===== config.mk =====
export PLATFORM = sky130hd
export DESIGN_NAME = route_compute_pipe
export DESIGN_NICKNAME = d
export VERILOG_FILES = /design/src/rtl/noc_pkg.sv /design/src/rtl/xy_route_calc.sv /design/src/rtl/route_compute_pipe.sv
export SDC_FILE = /design/constraint.sdc
export NUM_CORES = 1
export LEC_CHECK = 0
export BUFFER_PORTS_ARGS = -buffer_cell sky130_fd_sc_hd__buf_2
export CAP_MARGIN = 10
export CORE_UTILIZATION = 52
export DETAILED_ROUTE_END_ITERATION = 7
export PLACE_DENSITY = 0.82
export SLEW_MARGIN = 20
export SYNTH_ARGS = -nofsm -noshare
export SYNTH_HDL_FRONTEND = slang
export SYNTH_SLANG_ARGS = --single-unit

===== constraint.sdc =====
create_clock -name clk -period 2.31 [get_ports clk]
set_input_delay 0.693 -clock clk [delete_from_list [all_inputs] [get_ports clk]]
set_output_delay 0.693 -clock clk [all_outputs]
set_load 0.1 [all_outputs]

===== src/rtl/noc_pkg.sv =====
// Shared NoC definitions: port codes, flit types, one-hot bit positions and FSM states.
package noc_pkg;

    localparam int unsigned PORT_NUM_W = 4;
    localparam int unsigned PORT_OH_W  = 5;
    localparam int unsigned CNT_W      = 16;
    localparam int unsigned TYPE_W     = 2;

    localparam logic [PORT_NUM_W-1:0] PORT_NONE = 4'd0;
    localparam logic [PORT_NUM_W-1:0] PORT_L    = 4'd1;
    localparam logic [PORT_NUM_W-1:0] PORT_E    = 4'd2;
    localparam logic [PORT_NUM_W-1:0] PORT_N    = 4'd3;
    localparam logic [PORT_NUM_W-1:0] PORT_W    = 4'd4;
    localparam logic [PORT_NUM_W-1:0] PORT_S    = 4'd5;

    localparam int unsigned OH_L = 0;
    localparam int unsigned OH_E = 1;
    localparam int unsigned OH_W = 2;
    localparam int unsigned OH_S = 3;
    localparam int unsigned OH_N = 4;

    typedef enum logic [TYPE_W-1:0] {
        FLIT_BODY     = 2'b00,
        FLIT_TAIL     = 2'b01,
        FLIT_HDR      = 2'b10,
        FLIT_HDR_TAIL = 2'b11
    } flit_type_e;

    typedef enum logic {
        ST_IDLE = 1'b0,
        ST_BUSY = 1'b1
    } rc_state_e;

    // Route code to one-hot output vector; unknown codes map to all-zero.
    function automatic logic [PORT_OH_W-1:0] port_onehot(input logic [PORT_NUM_W-1:0] p);
        logic [PORT_OH_W-1:0] oh;
        oh = '0;
        case (p)
            PORT_L:  oh[OH_L] = 1'b1;
            PORT_E:  oh[OH_E] = 1'b1;
            PORT_W:  oh[OH_W] = 1'b1;
            PORT_S:  oh[OH_S] = 1'b1;
            PORT_N:  oh[OH_N] = 1'b1;
            default: oh = '0;
        endcase
        return oh;
    endfunction

endpackage


===== src/rtl/xy_route_calc.sv =====
// Combinational dimension-order route decision for one destination coordinate pair.
module xy_route_calc
    import noc_pkg::*;
#(
    parameter int unsigned X_NODE_NUM = 4,
    parameter int unsigned Y_NODE_NUM = 4,
    parameter int unsigned X_CUR      = 0,
    parameter int unsigned Y_CUR      = 1,
    parameter int unsigned X_W        = 2,
    parameter int unsigned Y_W        = 2,
    parameter int unsigned ROUTING    = 0
) (
    input  logic [X_W-1:0]        dest_x,
    input  logic [Y_W-1:0]        dest_y,
    output logic [PORT_NUM_W-1:0] port_num,
    output logic                  range_err
);

    localparam logic [X_W:0] X_CUR_EXT = (X_W+1)'(X_CUR);
    localparam logic [Y_W:0] Y_CUR_EXT = (Y_W+1)'(Y_CUR);
    localparam logic [X_W:0] X_LIM     = (X_W+1)'(X_NODE_NUM);
    localparam logic [Y_W:0] Y_LIM     = (Y_W+1)'(Y_NODE_NUM);

    logic signed [X_W:0]   dx_c;
    logic signed [Y_W:0]   dy_c;
    logic [PORT_NUM_W-1:0] x_port_c;
    logic [PORT_NUM_W-1:0] y_port_c;

    always_comb begin
        dx_c      = $signed({1'b0, dest_x}) - $signed(X_CUR_EXT);
        dy_c      = $signed({1'b0, dest_y}) - $signed(Y_CUR_EXT);
        x_port_c  = PORT_NONE;
        y_port_c  = PORT_NONE;
        range_err = ({1'b0, dest_x} >= X_LIM) || ({1'b0, dest_y} >= Y_LIM);

        // Sign bit set means negative; non-zero with clear sign means positive.
        if (dx_c[X_W])            x_port_c = PORT_W;
        else if (dx_c != '0)      x_port_c = PORT_E;
        if (dy_c[Y_W])            y_port_c = PORT_N;
        else if (dy_c != '0)      y_port_c = PORT_S;

        if (ROUTING == 0) begin
            if (x_port_c != PORT_NONE)      port_num = x_port_c;
            else if (y_port_c != PORT_NONE) port_num = y_port_c;
            else                            port_num = PORT_L;
        end else begin
            if (y_port_c != PORT_NONE)      port_num = y_port_c;
            else if (x_port_c != PORT_NONE) port_num = x_port_c;
            else                            port_num = PORT_L;
        end

        if (range_err) port_num = PORT_NONE;
    end

endmodule


===== src/rtl/route_compute_pipe.sv =====
// One-stage flit pipeline that computes, latches and tags each packet with its output port.
module route_compute_pipe
    import noc_pkg::*;
#(
    parameter int unsigned X_NODE_NUM = 4,
    parameter int unsigned Y_NODE_NUM = 4,
    parameter int unsigned X_CUR      = 0,
    parameter int unsigned Y_CUR      = 1,
    parameter int unsigned FLIT_W     = 8,
    parameter int unsigned ROUTING    = 0
) (
    input  logic                  clk,
    input  logic                  rst,
    input  logic [FLIT_W-1:0]     in_flit,
    input  logic                  in_valid,
    output logic                  in_ready,
    output logic [FLIT_W-1:0]     out_flit,
    output logic                  out_valid,
    input  logic                  out_ready,
    output logic [PORT_NUM_W-1:0] port_num,
    output logic [PORT_OH_W-1:0]  port_oh,
    output logic                  err,
    output logic [CNT_W-1:0]      pkt_cnt
);

    localparam int unsigned X_W = (X_NODE_NUM > 2) ? $clog2(X_NODE_NUM) : 1;
    localparam int unsigned Y_W = (Y_NODE_NUM > 2) ? $clog2(Y_NODE_NUM) : 1;

    rc_state_e             state_q, state_d;
    logic [FLIT_W-1:0]     out_flit_q, out_flit_d;
    logic                  out_valid_q, out_valid_d;
    logic [PORT_NUM_W-1:0] port_num_q, port_num_d;
    logic [PORT_OH_W-1:0]  port_oh_q;
    logic [PORT_NUM_W-1:0] route_q, route_d;
    logic                  err_q, err_d;
    logic [CNT_W-1:0]      pkt_cnt_q, pkt_cnt_d;

    flit_type_e            flit_type_c;
    logic                  accept_c;
    logic                  fwd_c;
    logic                  tail_c;
    logic [PORT_NUM_W-1:0] fwd_port_c;
    logic [PORT_NUM_W-1:0] calc_port_c;
    logic                  calc_err_c;

    assign in_ready    = !out_valid_q || out_ready;
    assign accept_c    = in_valid && in_ready;
    assign flit_type_c = flit_type_e'(in_flit[FLIT_W-1 -: TYPE_W]);

    xy_route_calc #(
        .X_NODE_NUM (X_NODE_NUM),
        .Y_NODE_NUM (Y_NODE_NUM),
        .X_CUR      (X_CUR),
        .Y_CUR      (Y_CUR),
        .X_W        (X_W),
        .Y_W        (Y_W),
        .ROUTING    (ROUTING)
    ) u_calc (
        .dest_x    (in_flit[Y_W +: X_W]),
        .dest_y    (in_flit[0 +: Y_W]),
        .port_num  (calc_port_c),
        .range_err (calc_err_c)
    );

    // Packet FSM, forwarding decision and packet counter.
    always_comb begin
        state_d     = state_q;
        out_flit_d  = out_flit_q;
        out_valid_d = out_valid_q;
        port_num_d  = port_num_q;
        route_d     = route_q;
        err_d       = 1'b0;
        pkt_cnt_d   = pkt_cnt_q;
        fwd_c       = 1'b0;
        tail_c      = 1'b0;
        fwd_port_c  = PORT_NONE;

        if (out_valid_q && out_ready) out_valid_d = 1'b0;

        if (accept_c) begin
            case (flit_type_c)
                FLIT_HDR, FLIT_HDR_TAIL: begin
                    // A header seen mid-packet restarts the packet but is flagged.
                    fwd_c      = 1'b1;
                    fwd_port_c = calc_port_c;
                    route_d    = calc_port_c;
                    err_d      = calc_err_c || (state_q == ST_BUSY);
                    tail_c     = (flit_type_c == FLIT_HDR_TAIL);
                    state_d    = (flit_type_c == FLIT_HDR) ? ST_BUSY : ST_IDLE;
                end
                default: begin
                    if (state_q == ST_BUSY) begin
                        fwd_c      = 1'b1;
                        fwd_port_c = route_q;
                        tail_c     = (flit_type_c == FLIT_TAIL);
                        if (tail_c) state_d = ST_IDLE;
                    end else begin
                        err_d = 1'b1;
                    end
                end
            endcase

            if (fwd_c) begin
                out_flit_d  = in_flit;
                out_valid_d = 1'b1;
                port_num_d  = fwd_port_c;
            end
            if (tail_c && (pkt_cnt_q != '1)) pkt_cnt_d = pkt_cnt_q + CNT_W'(1);
        end
    end

    always_ff @(posedge clk or negedge rst) begin
        if (!rst) begin
            state_q     <= ST_IDLE;
            out_flit_q  <= '0;
            out_valid_q <= 1'b0;
            port_num_q  <= PORT_NONE;
            port_oh_q   <= '0;
            route_q     <= PORT_NONE;
            err_q       <= 1'b0;
            pkt_cnt_q   <= '0;
        end else begin
            state_q     <= state_d;
            out_flit_q  <= out_flit_d;
            out_valid_q <= out_valid_d;
            port_num_q  <= port_num_d;
            port_oh_q   <= port_onehot(port_num_d);
            route_q     <= route_d;
            err_q       <= err_d;
            pkt_cnt_q   <= pkt_cnt_d;
        end
    end

    assign out_flit  = out_flit_q;
    assign out_valid = out_valid_q;
    assign port_num  = port_num_q;
    assign port_oh   = port_oh_q;
    assign err       = err_q;
    assign pkt_cnt   = pkt_cnt_q;

endmodule


* Yosys cells after proc, flatten, opt, wreduce, memory -nomap -nowiden *
Index checks and enable logic that the tools add are counted.

storage, ports and cells
  logic and storage cells = 62
  latch bits = 0
  RAM bits = 0
  memories kept = 0
  bits in registers = 40
  input bits = 12
  memory bits (read-only) = 0

cells by class
  equality and inequality tests = 9
  mux-type cells = 30
  shifts and indexed selects = 0
  reductions and logical operators = 13
  $add $sub $neg = 2
  div/mod/pow operators = 0
  magnitude comparators = 0
  multipliers = 0
  bitwise operators = 0

operators with widths
  kind                                                  number
  2-to-1 mux 4 bit                                      7
  2-to-1 mux 1 bit                                      21
  adder 16 x 1 -> 16 bit (second input constant)        1
  inequality test 16 bit (second input constant)        1
  equality test 4 x 2 -> 1 bit (second input constant)  2
  equality test 4 x 3 -> 1 bit (second input constant)  2
  nonzero test 4 bit                                    2
  AND reduction 2 bit                                   3
  nonzero test 3 bit                                    2
  equality test 2 bit (second input constant)           2
  equality test 4 x 1 -> 1 bit (second input constant)  1
  logical AND 1 bit                                     3
  2-to-1 mux 3 bit                                      1
  subtractor 2 x 1 -> 3 bit (second input constant)     1
  equality test 2 x 1 -> 1 bit (second input constant)  1
  2-to-1 mux 2 bit                                      1
  OR reduction 2 bit                                    1
  logical NOT 1 bit                                     1
  logical OR 1 bit                                      1

* Depth between registers and ports, before layout *
Gate-level depths: netlist (run 1).

  depth in word-level cells = 12
  gate-level depth with buffers = 6
  depth with buffers taken out = 6

* By module *
Synthesis (run 1) repeated with hierarchy kept, for this count alone.

unflattened totals
  cells, all modules = 166
  area, all modules = 1916.8 µm²

by module, submodules not included
  module              instances  sequential area each (µm²)  cells each  area an instance (µm²)
  route_compute_pipe  1          1001.0                      160         1880.6
  xy_route_calc       1          0.0                         6           36.3

* Worst setup path after synthesis (run 1) *
Ideal clock, no wire load.

  path type = reg2reg
  from = reg out_valid_q, in the netlist out_valid
  to = reg pkt_cnt_q[1], in the netlist pkt_cnt[1]
  setup slack = -0.768 ns
  data arrival time = 2.951 ns
  setup time = 0.127 ns
  buffers on the path = 0
  stages on the path, launching flop included = 6
  required time = 2.183 ns
  cell sequence = dfrtp_1 > nor2b_4 > clkinv_1 > and3_1 > a21boi_2 > mux2_4

between the ends
  longest elaborated chain between the ends = 4

ends and longest elaborated chain
  item                                  RTL line                   source
  start, declared                       route_compute_pipe.sv:31   logic out_valid_q, out_valid_d;
  start signal, assigned                route_compute_pipe.sv:125  out_valid_q <= out_valid_d;
  logical NOT 1 bit                     route_compute_pipe.sv:46   assign in_ready = !out_valid_q || out_ready;
  logical OR 1 bit                      route_compute_pipe.sv:46
  named net in_ready                    route_compute_pipe.sv:16   output logic in_ready,
  logical AND 1 bit                     route_compute_pipe.sv:47   assign accept_c = in_valid && in_ready;
  AND reduction 2 bit (no source line)  -
  end signal, assigned                  route_compute_pipe.sv:130  pkt_cnt_q <= pkt_cnt_d;
  end, declared                         route_compute_pipe.sv:36   logic [CNT_W-1:0] pkt_cnt_q, pkt_cnt_d;

The timed path passes the listed nets, and every way through them passes these cells.
A chain may end at the register's enable or synchronous reset.

* Final worst setup path (run 1) *
  from = reg out_valid_q, in the netlist out_valid
  to = out in_ready

between the ends
  longest elaborated chain between the ends = 2

ends and longest elaborated chain
  item               RTL line
  logical NOT 1 bit  route_compute_pipe.sv:46
  logical OR 1 bit   route_compute_pipe.sv:46
  end, declared      route_compute_pipe.sv:16

Every way passes these cells.

==> results of run 1 <==
## placed cells by master, fill, tap and decap left out, types with 2 or more instances in the layout
cell | netlist | routed
xor2_1 | 10 | 10
and4b_1 | 2 | 2
nor2_1 | 5 | 5
and3_1 | 2 | 2
mux2i_1 | 2 | 2
inv_1 | 9 | 9
buf_2 | 1 | 47
nor3_1 | 4 | 4
dfrtp_1 | 39 | 35
buf_4 | 2 | 6
xnor2_1 | 3 | 3
a21oi_1 | 2 | 2
nor4_1 | 3 | 3
mux2_2 | 11 | 11
nand2_1 | 9 | 9
dfrtp_2 | 0 | 4
a31oi_1 | 2 | 2
clkbuf_8 | 0 | 2
a2111oi_2 | 2 | 2
nand3_1 | 3 | 3
ha_1 | 3 | 3
o21ai_0 | 3 | 3
clkbuf_4 | 0 | 5
nand4_1 | 3 | 3
a211oi_1 | 3 | 3
## sequential cells by signal, summed over array words and instances (netlist names)
name and count:
err 1, out_flit 8, out_valid 1, pkt_cnt 16
port_num 4, port_oh 5, route_q 3, state_q 1
## cells in the mapped netlist, types with 2 or more instances
master	number
a2111oi_2	2
a211oi_1	3
a21oi_1	2
a31oi_1	2
and3_1	2
and4b_1	2
buf_4	2
dfrtp_1	39
ha_1	3
inv_1	9
mux2_2	11
mux2i_1	2
nand2_1	9
nand3_1	3
nand4_1	3
nor2_1	5
nor3_1	4
nor4_1	3
o21ai_0	3
xnor2_1	3
xor2_1	10
## through the flow
| stage | instance area [µm²] | worst slack (ns) | total power [µW] | utilization |
|---|---|---|---|---|
| floorplan | 1830 | 0.00456 | 1910 | - |
| global placement | 2150 | 0.250 | 2110 | 0.640 |
| detailed placement | 2150 | 0.135 | 2130 | 0.640 |
| CTS | 2220 | 0.242 | 2520 | 0.660 |
| global route | 2220 | 0.222 | 2610 | 0.660 |
| finish | 2220 | 0.263 | 2510 | 0.660 |
## routing by layer
metal | share of wire | track usage | vias to the layer above
li1 | - | - | 642
met1 | 0.42 | 0.265 | 667
met2 | 0.51 | 0.359 | 33
met3 | 0.039 | 0.0567 | 8
met4 | 0.025 | 0.110 | 0
met5 | 0 | 0 | -
## where the power goes
part | switching (µW) | leakage (µW) | internal (µW) | total, µW
combinational | 997 | 0.000612 | 211 | 1210
clock | 216 | 0.0000386 | 179 | 396
sequential | 101 | 0.000480 | 802 | 902
## area by class of cell
class	count	area [µm²]	share of cell area
Sequential cell	39	981	0.442
Multi-Input combinational cell	94	795	0.358
Timing Repair Buffer	53	280	0.126
Clock buffer	8	68.8	0.0310
Tap cell	46	57.6	0.0259
Inverter	10	38.8	0.0175
## cell families after synthesis
group,Yosys count
XOR/XNOR,13
flip-flops,39
buffers and inverters,13
AO/OA/AOI/OAI,20
AND/OR/NAND/NOR,44
adder cells (fa/ha/maj),3
multiplexers,14
## worst paths after layout
kind | endpoint | slack [ns] | cells after the start
setup / recovery | in_ready | 0.26 | 3
hold / removal | pkt_cnt[6] | 0.24 | 1
setup reg to reg | port_oh[0] | 0.48 | 5
hold reg to reg | pkt_cnt[13] | 0.50 | 1
max in group asynchronous | out_valid | 1.57 | 2
min in group clk | pkt_cnt[13] | 0.50 | 1
==> impl_metrics.env, run 1 <==
export IMPL_outcome="completed"
export IMPL_relSlewSlack=0.662
export IMPL_vias_per_cell=5.40
export IMPL_synth_top_area_share=0.534
export IMPL_finalHoldViolCount=0
export IMPL_clkTransAtPathRegs_ns=0.11
export IMPL_grt_max_degree=16
export IMPL_rsz0062_at_grt="no"
export IMPL_drt_iter0_markers=49
export IMPL_syn_to_final_growth_pct=21.5
export IMPL_synth_edf_count=0
export IMPL_endpoint_kind="primary output"
export IMPL_yosysTopAreaCell="dfrtp_1"
export IMPL_synth_top_family_by_area="simple AND/OR/NAND/NOR gates"
export IMPL_place_congestion=0.814
export IMPL_cts_num_sinks=39
export IMPL_synth_avg_cell_area_um2=12.5
export IMPL_synth_compound_area_frac=0.0992
export IMPL_crit_buf_inv=2
export IMPL_wl_um=3610
export IMPL_tritoncts="done"
export IMPL_ys_seq_area_frac=0.534
export IMPL_grt_pass1_vias=1272
export IMPL_async_flop_share=1.00
export IMPL_drc_errors=0
export IMPL_grt_pass1_wl_um=5790
export IMPL_cp_slowest_cell="dfrtp_2"
export IMPL_drive_above_1_share=0.441
export IMPL_cp_cell_sequence="nor2b_4 > clkinv_2 > buf_2"
export IMPL_boundaryPins=48
export IMPL_synthXorXnorAreaFrac=0.0623
export IMPL_slew_viol_final=0
export IMPL_die_y_um=61.3
export IMPL_vdd_drop_max_mv=0.658
export IMPL_stdcell_count=250
export IMPL_cts_setup_buffers=0
export IMPL_placed_cells=242
export IMPL_crit_fanout=4
export IMPL_period_share=0.886
export IMPL_setup_tns_ns=0
export IMPL_nets=218
export IMPL_rr_startpoint="state_q"
export IMPL_cts_buffers_inserted=5
export IMPL_worst_path_largest_cell_delay_ns=0.42
export IMPL_yosysWarningCount=0
export IMPL_ctsResizeCount=0
export IMPL_diodes=0
export IMPL_cts_htree_levels=2
export IMPL_netlist_top_cells_area="dfrtp_1 (53%), mux2_2 (6.8%), xor2_1 (4.8%), ha_1 (2.1%), inv_1 (1.8%)"
export IMPL_ys_types=45
export IMPL_syn_inst=146
export IMPL_vias=1350
export IMPL_synthMuxAreaShare=0.0869
export IMPL_io_buffers=47
export IMPL_die_w_um=61.3
export IMPL_synth_fa_ha_area_frac=0.0205
export IMPL_synthSimpleGateAreaFrac=0.166
export IMPL_cts_root_buffer="clkbuf_4"
export IMPL_rows=21
export IMPL_criticalPathCategory="flip-flop to primary output"
export IMPL_clock_latency_ns=0.34
export IMPL_arrival_ns=1.35
export IMPL_antenna_found_initial=0
export IMPL_power_leakage_uw=0.00113
export IMPL_setup_viol=0
export IMPL_synth_cell_area_um2=1830
export IMPL_fillerInstances=289
export IMPL_overflow=0
export IMPL_fmax_mhz=488
export IMPL_coreArea_um2=3360
export IMPL_p_per_area_nw_per_um2=1130
export IMPL_cp_top_family="buffers and inverters"
export IMPL_tightest_slew_ns=0.503
export IMPL_hold_path_class="input port to async pin"
export IMPL_skew_ns=0.00551
export IMPL_period_needed_ns=2.05
export IMPL_synth_seq_cells=39
export IMPL_grtUsageTotal=0.218
export IMPL_hpwl_um=2650
export IMPL_synth_fp_nets=161
export IMPL_synth_flop_cell="dfrtp_1"
export IMPL_cp_startpoint="out_valid"
export IMPL_required_ns=1.62
export IMPL_cp_start_kind="flip-flop"
export IMPL_holdBufCountCts=0
export IMPL_dieArea_um2=3760
export IMPL_wl_per_cell_um=14.4
export IMPL_maxCapViolCount=0
export IMPL_ant_nets=0
export IMPL_drtPass1Iterations=4
export IMPL_start_util=0.544
export IMPL_clockBufferDepth=2
export IMPL_whs_ns=0.237
Power figures use the tool's default switching activity.
==> inputs of run 2 (changes only) <==
- CORE_ASPECT_RATIO: not set -> 0.8
- PLACE_DENSITY: 0.82 -> 0.79
==> impl_metrics.env, run 2 (synthesis gave the netlist of run 1 again) <==
export IMPL_skew_ns=0.00671
export IMPL_required_ns=1.62
export IMPL_boundaryPins=48
export IMPL_overflow=0
export IMPL_dieArea_um2=3760
export IMPL_place_congestion=0.872
export IMPL_rsz0062_at_grt="no"
export IMPL_crit_fanout=4
export IMPL_grt_pass1_vias=1305
export IMPL_clock_latency_ns=0.28
export IMPL_die_y_um=55.0
export IMPL_largest_reg_flops=16
export IMPL_cp_cell_sequence="buf_2 > nor2b_4 > clkinv_2 > buf_2"
export IMPL_worst_path_largest_cell_delay_ns=0.29
export IMPL_period_share=0.881
export IMPL_top_layer="met4"
export IMPL_clockBufferDepth=2
export IMPL_relSlewSlack=0.638
export IMPL_nets=217
export IMPL_mostFrequentLayoutCell="buf_2"
export IMPL_met3_length_um=225
export IMPL_grtUsageTotal=0.223
export IMPL_reg2reg_slack_ns=0.44
export IMPL_setup_tns_ns=0
export IMPL_r2r_end="port_oh[2]"
export IMPL_arrival_ns=1.34
export IMPL_vias=1373
export IMPL_drt_iter0_markers=80
export IMPL_drtPass1Iterations=4
export IMPL_grt_max_degree=22
export IMPL_fmax_mhz=491
export IMPL_die_w_um=68.3
export IMPL_drc_errors=0
export IMPL_criticalPathCategory="input port to primary output"
export IMPL_cts_htree_levels=2
export IMPL_drive_above_1_share=0.438
export IMPL_rr_startpoint="state_q"
export IMPL_syn_to_final_growth_pct=23.1
export IMPL_hold_path_class="input port to async pin"
export IMPL_hpwl_um=2810
export IMPL_finalHoldViolCount=0
export IMPL_tritoncts="done"
export IMPL_cp_start_kind="input port"
export IMPL_met2_length_um=1810
export IMPL_cp_slowest_cell="buf_2"
export IMPL_period_needed_ns=2.04
export IMPL_maxCapViolCount=0
export IMPL_p_per_area_nw_per_um2=1160
export IMPL_dpl_cell_area_um2=2150
export IMPL_power_leakage_uw=0.00114
export IMPL_vias_per_cell=5.65
export IMPL_wl_per_cell_um=15.5
export IMPL_tightest_slew_ns=0.539
export IMPL_vdd_drop_max_mv=0.982
export IMPL_crit_top_cell="buf_2"
export IMPL_cts_buffers_inserted=5
export IMPL_cts_num_sinks=39
export IMPL_diodes=0
export IMPL_final_cell_mix="buf_2 (47), dfrtp_1 (35), mux2_2 (11)"
export IMPL_cts_setup_buffers=0
export IMPL_antenna_found_initial=0
export IMPL_start_util=0.568
export IMPL_fillerInstances=241
export IMPL_grt_pass1_wl_um=5930
export IMPL_holdBufCountCts=0
export IMPL_ctsResizeCount=0
export IMPL_setup_viol=0
export IMPL_reg2reg_depth=5
export IMPL_clkTransAtPathRegs_ns=0.08
export IMPL_slew_viol_final=0
export IMPL_coreArea_um2=3220
export IMPL_outcome="completed"
export IMPL_final_area_um2=2250
export IMPL_endpoint_kind="primary output"
export IMPL_io_buffers=47
export IMPL_wl_um=3770
export IMPL_rows=18
export IMPL_wl_met1_um=1670
export IMPL_ant_nets=0
export IMPL_cts_root_buffer="clkbuf_8"
-- run 2: cell count changes in the layout (fill, tap and decap cells not counted), sizes merged --
| cell | delta |
|---|---|
| buf | -1 |
-- run 2: layout make-up --
cell class,instances,area (µm²),share of cell area
tap,40,50.0,0.0222
multi-input combinational,94,795,0.353
sequential,39,981,0.436
timing repair buffer,52,285,0.127
clock buffer,8,100,0.0445
inverter,10,38.8,0.0172
-- run 2: worst max-delay path by stage --
stage / startpoint / end / slack [ns] / cells after the start
after floorplan: pkt_cnt[1] / pkt_cnt[12] / 0.005 / 6
after global placement: in_flit[7] / port_oh[0] / 0.24 / 6
after detailed placement: in_flit[7] / port_oh[2] / 0.11 / 6
after CTS: out_ready / in_ready / 0.27 / 4
after global routing: out_ready / in_ready / 0.26 / 4
final: out_ready / in_ready / 0.27 / 4
-- run 2: per-stage QoR --
step           cells  worst slack (ns)  utilization  total power, µW  hold slack (ns)
6_report         243             0.274        0.699             2610            0.339
3_5_place_dp     235             0.110        0.667             2130            0.486
2_1_floorplan    146           0.00456            -             1910            0.397
4_1_cts          243             0.271        0.699             2630            0.353
3_3_place_gp     235             0.235        0.667             2110            0.471
5_1_grt          243             0.256        0.699             2720            0.368
-- run 2: per-layer routing --
layer  GRT usage  vias up
met4      0.0903        0
met3      0.0615        9
met5           0        -
met2       0.351       57
li1            -      642
met1       0.293      665
-- run 2: power by group --
part	leakage (µW)	internal [µW]	switching [µW]
clock	0.0000515	272	224
sequential	0.000480	802	99.3
combinational	0.000612	213	1000
total	0.00114	1290	1330
-- run 2: worst max-delay path: cells and delay by family --
family,cells,cell delay [ns]
buf+inv,3,0.47
simple gates,1,0.17
